<file path="src/rtl/serial_sub_pkg.sv">
// Shared types for the bit-serial subtractor: FSM state encoding and default word length.
package serial_sub_pkg;

   typedef enum logic [1:0] {
      IDLE  = 2'd0,
      SHIFT = 2'd1,
      HOLD  = 2'd2
   } state_t;

   localparam int DEFAULT_WIDTH = 8;

   // Counter width for bit index 0..width-1, never narrower than one bit.
   function automatic int cnt_width(input int width);
      return (width > 1) ? $clog2(width) : 1;
   endfunction

endpackage

</file>
<file path="src/rtl/full_sub_cell.sv">
// One-bit full subtractor: d = a - b - bin, bout set when the column borrows.
module full_sub_cell (
   input  logic a,
   input  logic b,
   input  logic bin,
   output logic d,
   output logic bout
);

   assign d    = a ^ b ^ bin;
   assign bout = (~a & b) | (~a & bin) | (b & bin);

endmodule

</file>
<file path="src/rtl/serial_subtractor.sv">
// Bit-serial a-b (LSB first) to a parallel WIDTH-bit result; optional ovf port under SERIAL_SUB_OVF_EN.
// Latency: out_valid rises one cycle after the WIDTH-th accepted bit.
// Backpressure: result held in HOLD with in_ready=0 until out_ready; flush aborts from any state.
module serial_subtractor
   import serial_sub_pkg::*;
#(
   parameter int WIDTH = DEFAULT_WIDTH
) (
   input  logic             clk,
   input  logic             rst_n,
   input  logic             a,
   input  logic             b,
   input  logic             in_valid,
   output logic             in_ready,
   input  logic             flush,
   output logic [WIDTH-1:0] diff,
   output logic             bout,
   output logic             out_valid,
   input  logic             out_ready
`ifdef SERIAL_SUB_OVF_EN
   ,
   output logic             ovf
`endif
);

   localparam int CW = cnt_width(WIDTH);

   state_t          state;
   state_t          state_nx;
   logic [CW-1:0]   cnt;
   logic            br;
   logic [WIDTH-1:0] sreg;
   logic            bout_q;
   logic            out_valid_q;

   logic            accept;
   logic            last_bit;
   logic            release_out;
   logic            cell_d;
   logic            cell_bout;

   assign in_ready    = (state != HOLD);
   assign accept      = in_valid && in_ready;
   assign last_bit    = (cnt == CW'(WIDTH - 1));
   assign release_out = (state == HOLD) && out_valid_q && out_ready;

   full_sub_cell u_cell (
      .a    (a),
      .b    (b),
      .bin  (br),
      .d    (cell_d),
      .bout (cell_bout)
   );

   always_ff @(posedge clk or negedge rst_n) begin
      if (!rst_n) begin
         state <= IDLE;
      end else begin
         state <= state_nx;
      end
   end

   always_comb begin
      state_nx = state;
      case (state)
         IDLE: begin
            if (accept) begin
               state_nx = last_bit ? HOLD : SHIFT;
            end
         end
         SHIFT: begin
            if (accept && last_bit) begin
               state_nx = HOLD;
            end
         end
         HOLD: begin
            if (release_out) begin
               state_nx = IDLE;
            end
         end
         default: state_nx = IDLE;
      endcase
      // Abort beats any same-cycle bit acceptance or output handshake.
      if (flush) begin
         state_nx = IDLE;
      end
   end

   // Bit counter and running borrow; both restart at zero for every word.
   always_ff @(posedge clk or negedge rst_n) begin
      if (!rst_n) begin
         cnt <= '0;
         br  <= 1'b0;
      end else if (flush) begin
         cnt <= '0;
         br  <= 1'b0;
      end else if (accept) begin
         if (last_bit) begin
            cnt <= '0;
            br  <= 1'b0;
         end else begin
            cnt <= cnt + CW'(1);
            br  <= cell_bout;
         end
      end
   end

   // Difference bits enter at the MSB, so the first bit lands in bit 0 after WIDTH shifts.
   always_ff @(posedge clk or negedge rst_n) begin
      if (!rst_n) begin
         sreg <= '0;
      end else if (!flush && accept) begin
         sreg <= {cell_d, sreg[WIDTH-1:1]};
      end
   end

   always_ff @(posedge clk or negedge rst_n) begin
      if (!rst_n) begin
         bout_q      <= 1'b0;
         out_valid_q <= 1'b0;
      end else if (flush) begin
         bout_q      <= 1'b0;
         out_valid_q <= 1'b0;
      end else if (accept && last_bit) begin
         bout_q      <= cell_bout;
         out_valid_q <= 1'b1;
      end else if (release_out) begin
         out_valid_q <= 1'b0;
      end
   end

`ifdef SERIAL_SUB_OVF_EN
   logic ovf_q;

   // Signed overflow from the sign column: operands differ in sign and the result sign differs from a.
   always_ff @(posedge clk or negedge rst_n) begin
      if (!rst_n) begin
         ovf_q <= 1'b0;
      end else if (flush) begin
         ovf_q <= 1'b0;
      end else if (accept && last_bit) begin
         ovf_q <= (a != b) && (cell_d != a);
      end
   end

   assign ovf = ovf_q;
`endif

   assign diff      = sreg;
   assign bout      = bout_q;
   assign out_valid = out_valid_q;

endmodule

</file>
<file path="config.mk">
export PLATFORM = sky130hd
export DESIGN_NAME = serial_subtractor
export DESIGN_NICKNAME = d
export VERILOG_FILES = /design/src/rtl/serial_sub_pkg.sv /design/src/rtl/full_sub_cell.sv /design/src/rtl/serial_subtractor.sv
export SDC_FILE = /design/constraint.sdc
export NUM_CORES = 1
export LEC_CHECK = 0
export BUFFER_PORTS_ARGS = -buffer_cell sky130_fd_sc_hd__buf_2
export CAP_MARGIN = 5
export CORE_MARGIN = 3
export CORE_UTILIZATION = 54
export DETAILED_ROUTE_END_ITERATION = 7
export HOLD_SLACK_MARGIN = 0.05
export PLACE_DENSITY = 0.87
export SLEW_MARGIN = 0
export SYNTH_ARGS = -nofsm -noshare
export SYNTH_HDL_FRONTEND = slang
export SYNTH_HIERARCHICAL = 1
export SYNTH_SLANG_ARGS = --single-unit
</file>
<file path="constraint.sdc">
create_clock -name clk -period 2.2 [get_ports clk]
set_input_delay 0.22 -clock clk [delete_from_list [all_inputs] [get_ports clk]]
set_output_delay 0.22 -clock clk [all_outputs]
set_load 0.01 [all_outputs]
</file>
# ---- Word level (Yosys, flattened, before mapping)
# Cells that the tools add are included.
dict set report totals {
  in_bits 7
  regBits 16
  out_inout_bits 11
  elab_cells 50
}
dict set report op_classes {
  addsub 1
  reduce_logical 11
  bitwise 8
  mux 17
  n_eq_ne 7
}
# op n
set ops {}
lappend ops {{2-to-1 mux 2 bit} 5}
lappend ops {{2-to-1 mux 3 bit} 3}
lappend ops {{!= test 3 bit, second input constant} 3}
lappend ops {{2-to-1 mux 1 bit} 8}
lappend ops {{case mux 2 bit (3 select lines)} 1}
lappend ops {{logical AND 1 bit} 5}
lappend ops {{nonzero test 2 bit} 2}
lappend ops {{adder 3 x 1 -> 3 bit, second input constant} 1}
lappend ops {{bitwise AND 1 bit} 3}
lappend ops {{== test 3 bit, second input constant} 1}
lappend ops {{AND reduction 3 bit} 1}
lappend ops {{nonzero test 3 bit} 1}
lappend ops {{== test 2 x 1 -> 1 bit, second input constant} 1}
lappend ops {{== test 2 bit, second input constant} 1}
lappend ops {{zero test 2 bit} 1}
lappend ops {{!= test 2 bit, second input constant} 1}
lappend ops {{bitwise OR 1 bit} 2}
lappend ops {{bitwise XOR 1 bit} 2}
lappend ops {{zero test 1 bit} 1}
lappend ops {{inverter 1 bit} 1}

# ---- Longest topological paths before layout
dict set report logic_depth {
  depth_word 7
  ltp_mapped 5
}

# ---- Modules after synthesis
# The synthesis kept the hierarchy.
# mod cells_per_inst seq_area_each_um2 n_inst area_each_um2
set modules_own_cells {}
lappend modules_own_cells {serial_subtractor 59 400.4 1 739.5}
lappend modules_own_cells {full_sub_cell 3 0.0 1 27.5}

# ---- Worst setup path before layout
# No wires, ideal clock.
dict set report synth_timing {
  path_type {reg-to-reg}
  start {register cnt[0]}
  end {register cnt[0]}
  arrival_ps 1381
  setup_time_ps 78
  path_stages_with_launch 5
  required_ps 2122
  n_path_buf 0
  setup_slack_ps 741
  period_less_slack_ps 1459
  path_cell_list {dfrtp_1 -> ha_1 -> ha_1 -> or4_1 -> a21oi_1}
}
dict set report synth_between {
  elab_chain_len 4
  word_cells_on_any_way 5
  cone_classes {add/sub (1); eq/ne (1); mux (3)}
}
# element line_no
set synth_lines {}
lappend synth_lines {{from (decl)} serial_subtractor.sv:30} ;# logic [CW-1:0] cnt;
lappend synth_lines {{from (signal assigned)} serial_subtractor.sv:102} ;# cnt <= cnt + CW'(1);
lappend synth_lines {{adder 3 x 1 -> 3 bit / == test 3 bit (equally long branches)} {serial_subtractor.sv:102, serial_subtractor.sv:44}}
lappend synth_lines {{2-to-1 mux 3 bit *} serial_subtractor.sv:98} ;# if (last_bit) begin
lappend synth_lines {{2-to-1 mux 3 bit *} serial_subtractor.sv:97} ;# end else if (accept) begin
lappend synth_lines {{2-to-1 mux 3 bit *} serial_subtractor.sv:94} ;# end else if (flush) begin
# Every way passes the cells marked *; elsewhere a longest branch is shown, timed or not. The select of a mux whose other input is x is not followed.
# A chain may end at the register's enable or synchronous reset.

# ---- Worst setup path in the final report
# Ends and elaborated chain as after synthesis.

==> results.json <==
{
  "min_period_ns": 1.63,
  "yosysUniqueCellTypes": 23,
  "start_util_pct": 63.1,
  "syn-num-nets": 73,
  "grt_max_degree": 17,
  "cts_buffer_depth": 2,
  "ctsRootBufferMaster": "clkbuf_4",
  "crit_type": "reg -> reg",
  "nets": 94,
  "startpoint_type": "flip-flop",
  "avgSynthCellArea_um2": 12.4,
  "firstDrtPassIters": 4,
  "yosysSeqAreaShare_pct": 52.2,
  "p_switching_mw": 0.242,
  "dr_total_vias": 539,
  "finalHoldViolCount": 0,
  "clock_latency_ns": 0.29,
  "r2r_start": "cnt[0]",
  "tns_ns": 0,
  "cts_setup_buffers": 0,
  "via_per_inst": 5.61,
  "finalPower_mw": 0.848,
  "max-cap-violations": 0,
  "drc": 0,
  "critPathRequiredTime_ns": 2.42,
  "die_area_mm2": 0.00191,
  "holdPathEnd": "bout",
  "cts_made_buffers": 3,
  "antenna_found_initial": 0,
  "nFillCells": 79,
  "ios": 18,
  "die_x_um": 43.7,
  "power_density_mw_per_mm2": 937,
  "clk_pin_slew_ns": 0.09,
  "slew_viol_final": 0,
  "synth_area_um2": 767,
  "port_buffers": 17,
  "antenna_cells": 0,
  "rr_worst_depth": 4,
  "clock_skew_ns": 0.000919,
  "crit_path_end_kind": "flip-flop",
  "drive_gt1_share_pct": 37.8,
  "utilization_pct": 74.4,
  "gp_congestion": 0.816,
  "dpl.hpwl_um": 1120,
  "max_freq_ghz": 0.615,
  "die_y_um": 43.7,
  "ys_warn_count": 6,
  "cts_max_level": 1,
  "wl_um": 1510,
  "hold_path_class": "in -> reg",
  "peakVddDrop_mv": 0.761,
  "hold-worst-slack_ns": 0.212,
  "ys_ff_latch": 16,
  "period_share_pct": 73.9,
  "worstPathArrival_ns": 1.84,
  "reg2reg_to": "cnt[0]",
  "pwr-share-seq_pct": 48.9,
  "rsz0062_at_grt": "no",
  "synth_cells": 62,
  "postRouteAntennaNets": 0,
  "multi_input_area_um2": 329,
  "regArea_um2": 400,
  "max_slew_margin_pct": 67.5,
  "path_max_fanout": 3,
  "finalSetupViolCount": 0,
  "r2r_setup_slack_ns": 0.57,
  "switching_share_pct": 28.5,
  "core_area_mm2": 0.00122,
  "synthToLayoutAreaGrowth_pct": 17.9,
  "min_from": "flush",
  "pwr-share-clk_pct": 22.6,
  "grt_usage_pct": 17.4,
  "wl_per_cell_um": 15.7,
  "grt_overflow": 0,
  "holdPathStages": 2,
  "num_rows": 12,
  "cts_sinks": 16,
  "leakagePower_nw": 0.472,
  "grt_pass1_vias": 491,
  "pwr-share-comb_pct": 28.5,
  "grt_pass1_wl_um": 2420,
  "internal_power_mw": 0.606,
  "drtIter0Drc": 15,
  "cts_tree": "built",
  "max_slew.worst_pin.slew_ns": 0.487,
  "outcome": "finished clean"
}
[repair_timing]
action,4_1_cts,5_1_grt
gates resized for setup,0,0
endpoints found under the setup margin,0,0
endpoints found under the hold margin,16,0
hold buffers,1,0
[metal layers]
layer | routed length (um) | track usage [%] | part of all wire, %
met5 | 0 | 0 | 0
met4 | 21 | 7.23 | 1.4
met3 | 55 | 2.49 | 3.6
met2 | 754 | 27.9 | 50
met1 | 676 | 23.5 | 45
[layout make-up]
cell class	count	share of cell area, %
multi-input combinational	38	36.4
clock buffer	4	4.01
sequential	16	44.3
inverter	5	2.07
tap	14	1.94
timing repair buffer	19	11.3
[through the flow]
stage | setup WS, ns | area, um^2 | std cells
after floorplan | 0.741 | 767 | 62
after global placement | 0.679 | 858 | 91
after detailed placement | 0.609 | 858 | 91
after CTS | 0.583 | 905 | 96
after global routing | 0.546 | 905 | 96
final | 0.574 | 905 | 96
[synthesized netlist by cell type]
| cell type | count | area [um^2] |
|---|---|---|
| a211o_1 | 1 | 8.76 |
| nand4_1 | 1 | 6.26 |
| or4_1 | 1 | 7.51 |
| a2bb2oi_1 | 1 | 8.76 |
| nor2b_1 | 1 | 6.26 |
| or3_1 | 1 | 6.26 |
| nand2_1 | 2 | 7.51 |
| nand3_1 | 1 | 5.00 |
| dfrtp_1 | 16 | 400 |
| nor2_1 | 2 | 7.51 |
| clkbuf_1 | 2 | 7.51 |
| a22oi_1 | 1 | 7.51 |
| mux2_4 | 8 | 120 |
| nand4b_1 | 2 | 17.5 |
| nor3_1 | 1 | 5.00 |
| o21ai_0 | 5 | 25.0 |
| buf_6 | 1 | 11.3 |
| ha_1 | 3 | 37.5 |
| fa_1 | 1 | 20.0 |
| inv_1 | 4 | 15.0 |
| o31ai_1 | 1 | 7.51 |
| a21oi_1 | 5 | 25.0 |
| inv_2 | 1 | 3.75 |
[power groups by stage]
stage	clock, mW	combinational [mW]	sequential [mW]
final	0.191	0.242	0.415
after global placement	0	0.235	0.413
after global routing	0.206	0.263	0.426
after CTS	0.195	0.247	0.417
after floorplan	0	0.118	0.444
after detailed placement	0	0.243	0.423
[registers in the layout, indices dropped and copies added (netlist names)]
register,cells
bout,1
br,1
cnt,3
diff,8
out_valid,1
state,2
[logic make-up after synthesis]
family / Yosys count / synth area share (%)
DFF: 16 / 52.2
adders and majority gates: 4 / 7.50
muxes: 8 / 15.7
and+or+nand+nor: 12 / 8.97
AOI/OAI and AO/OA: 14 / 10.8
buffers and inverters: 8 / 4.89
[worst max-delay path, cell delays in order, from the launching register on]
cell     delay (ns)
dfrtp_1        0.41
ha_1           0.23
ha_1           0.21
or4_1          0.55
a21oi_1        0.15
[layout by cell type (no fill, tap or decap), drive strengths merged]
cell,instances
buf,18
dfrtp,16
mux2,8
o21ai,5
a21oi,5
inv,5
clkbuf,4
ha,3
nand2,2
nor2,2
nand4b,2
nor2b,1
a2bb2oi,1
nand3,1
or3,1
nand4,1
a211o,1
o31ai,1
a22oi,1
nor3,1
or4,1
dlygate4sd3,1
fa,1
[how the worst max path moves through the flow]
stage | startpoint | endpoint | slack [ns] | depth (start not counted)
after floorplan | cnt[0] | cnt[0] | 0.74 | 4
after global placement | state[1] | diff[7] | 0.68 | 3
after detailed placement | cnt[0] | cnt[0] | 0.61 | 4
after CTS | cnt[0] | cnt[0] | 0.58 | 4
after global routing | cnt[0] | cnt[0] | 0.55 | 4
final | cnt[0] | cnt[0] | 0.57 | 4
Power figures use the tool's default switching activity.
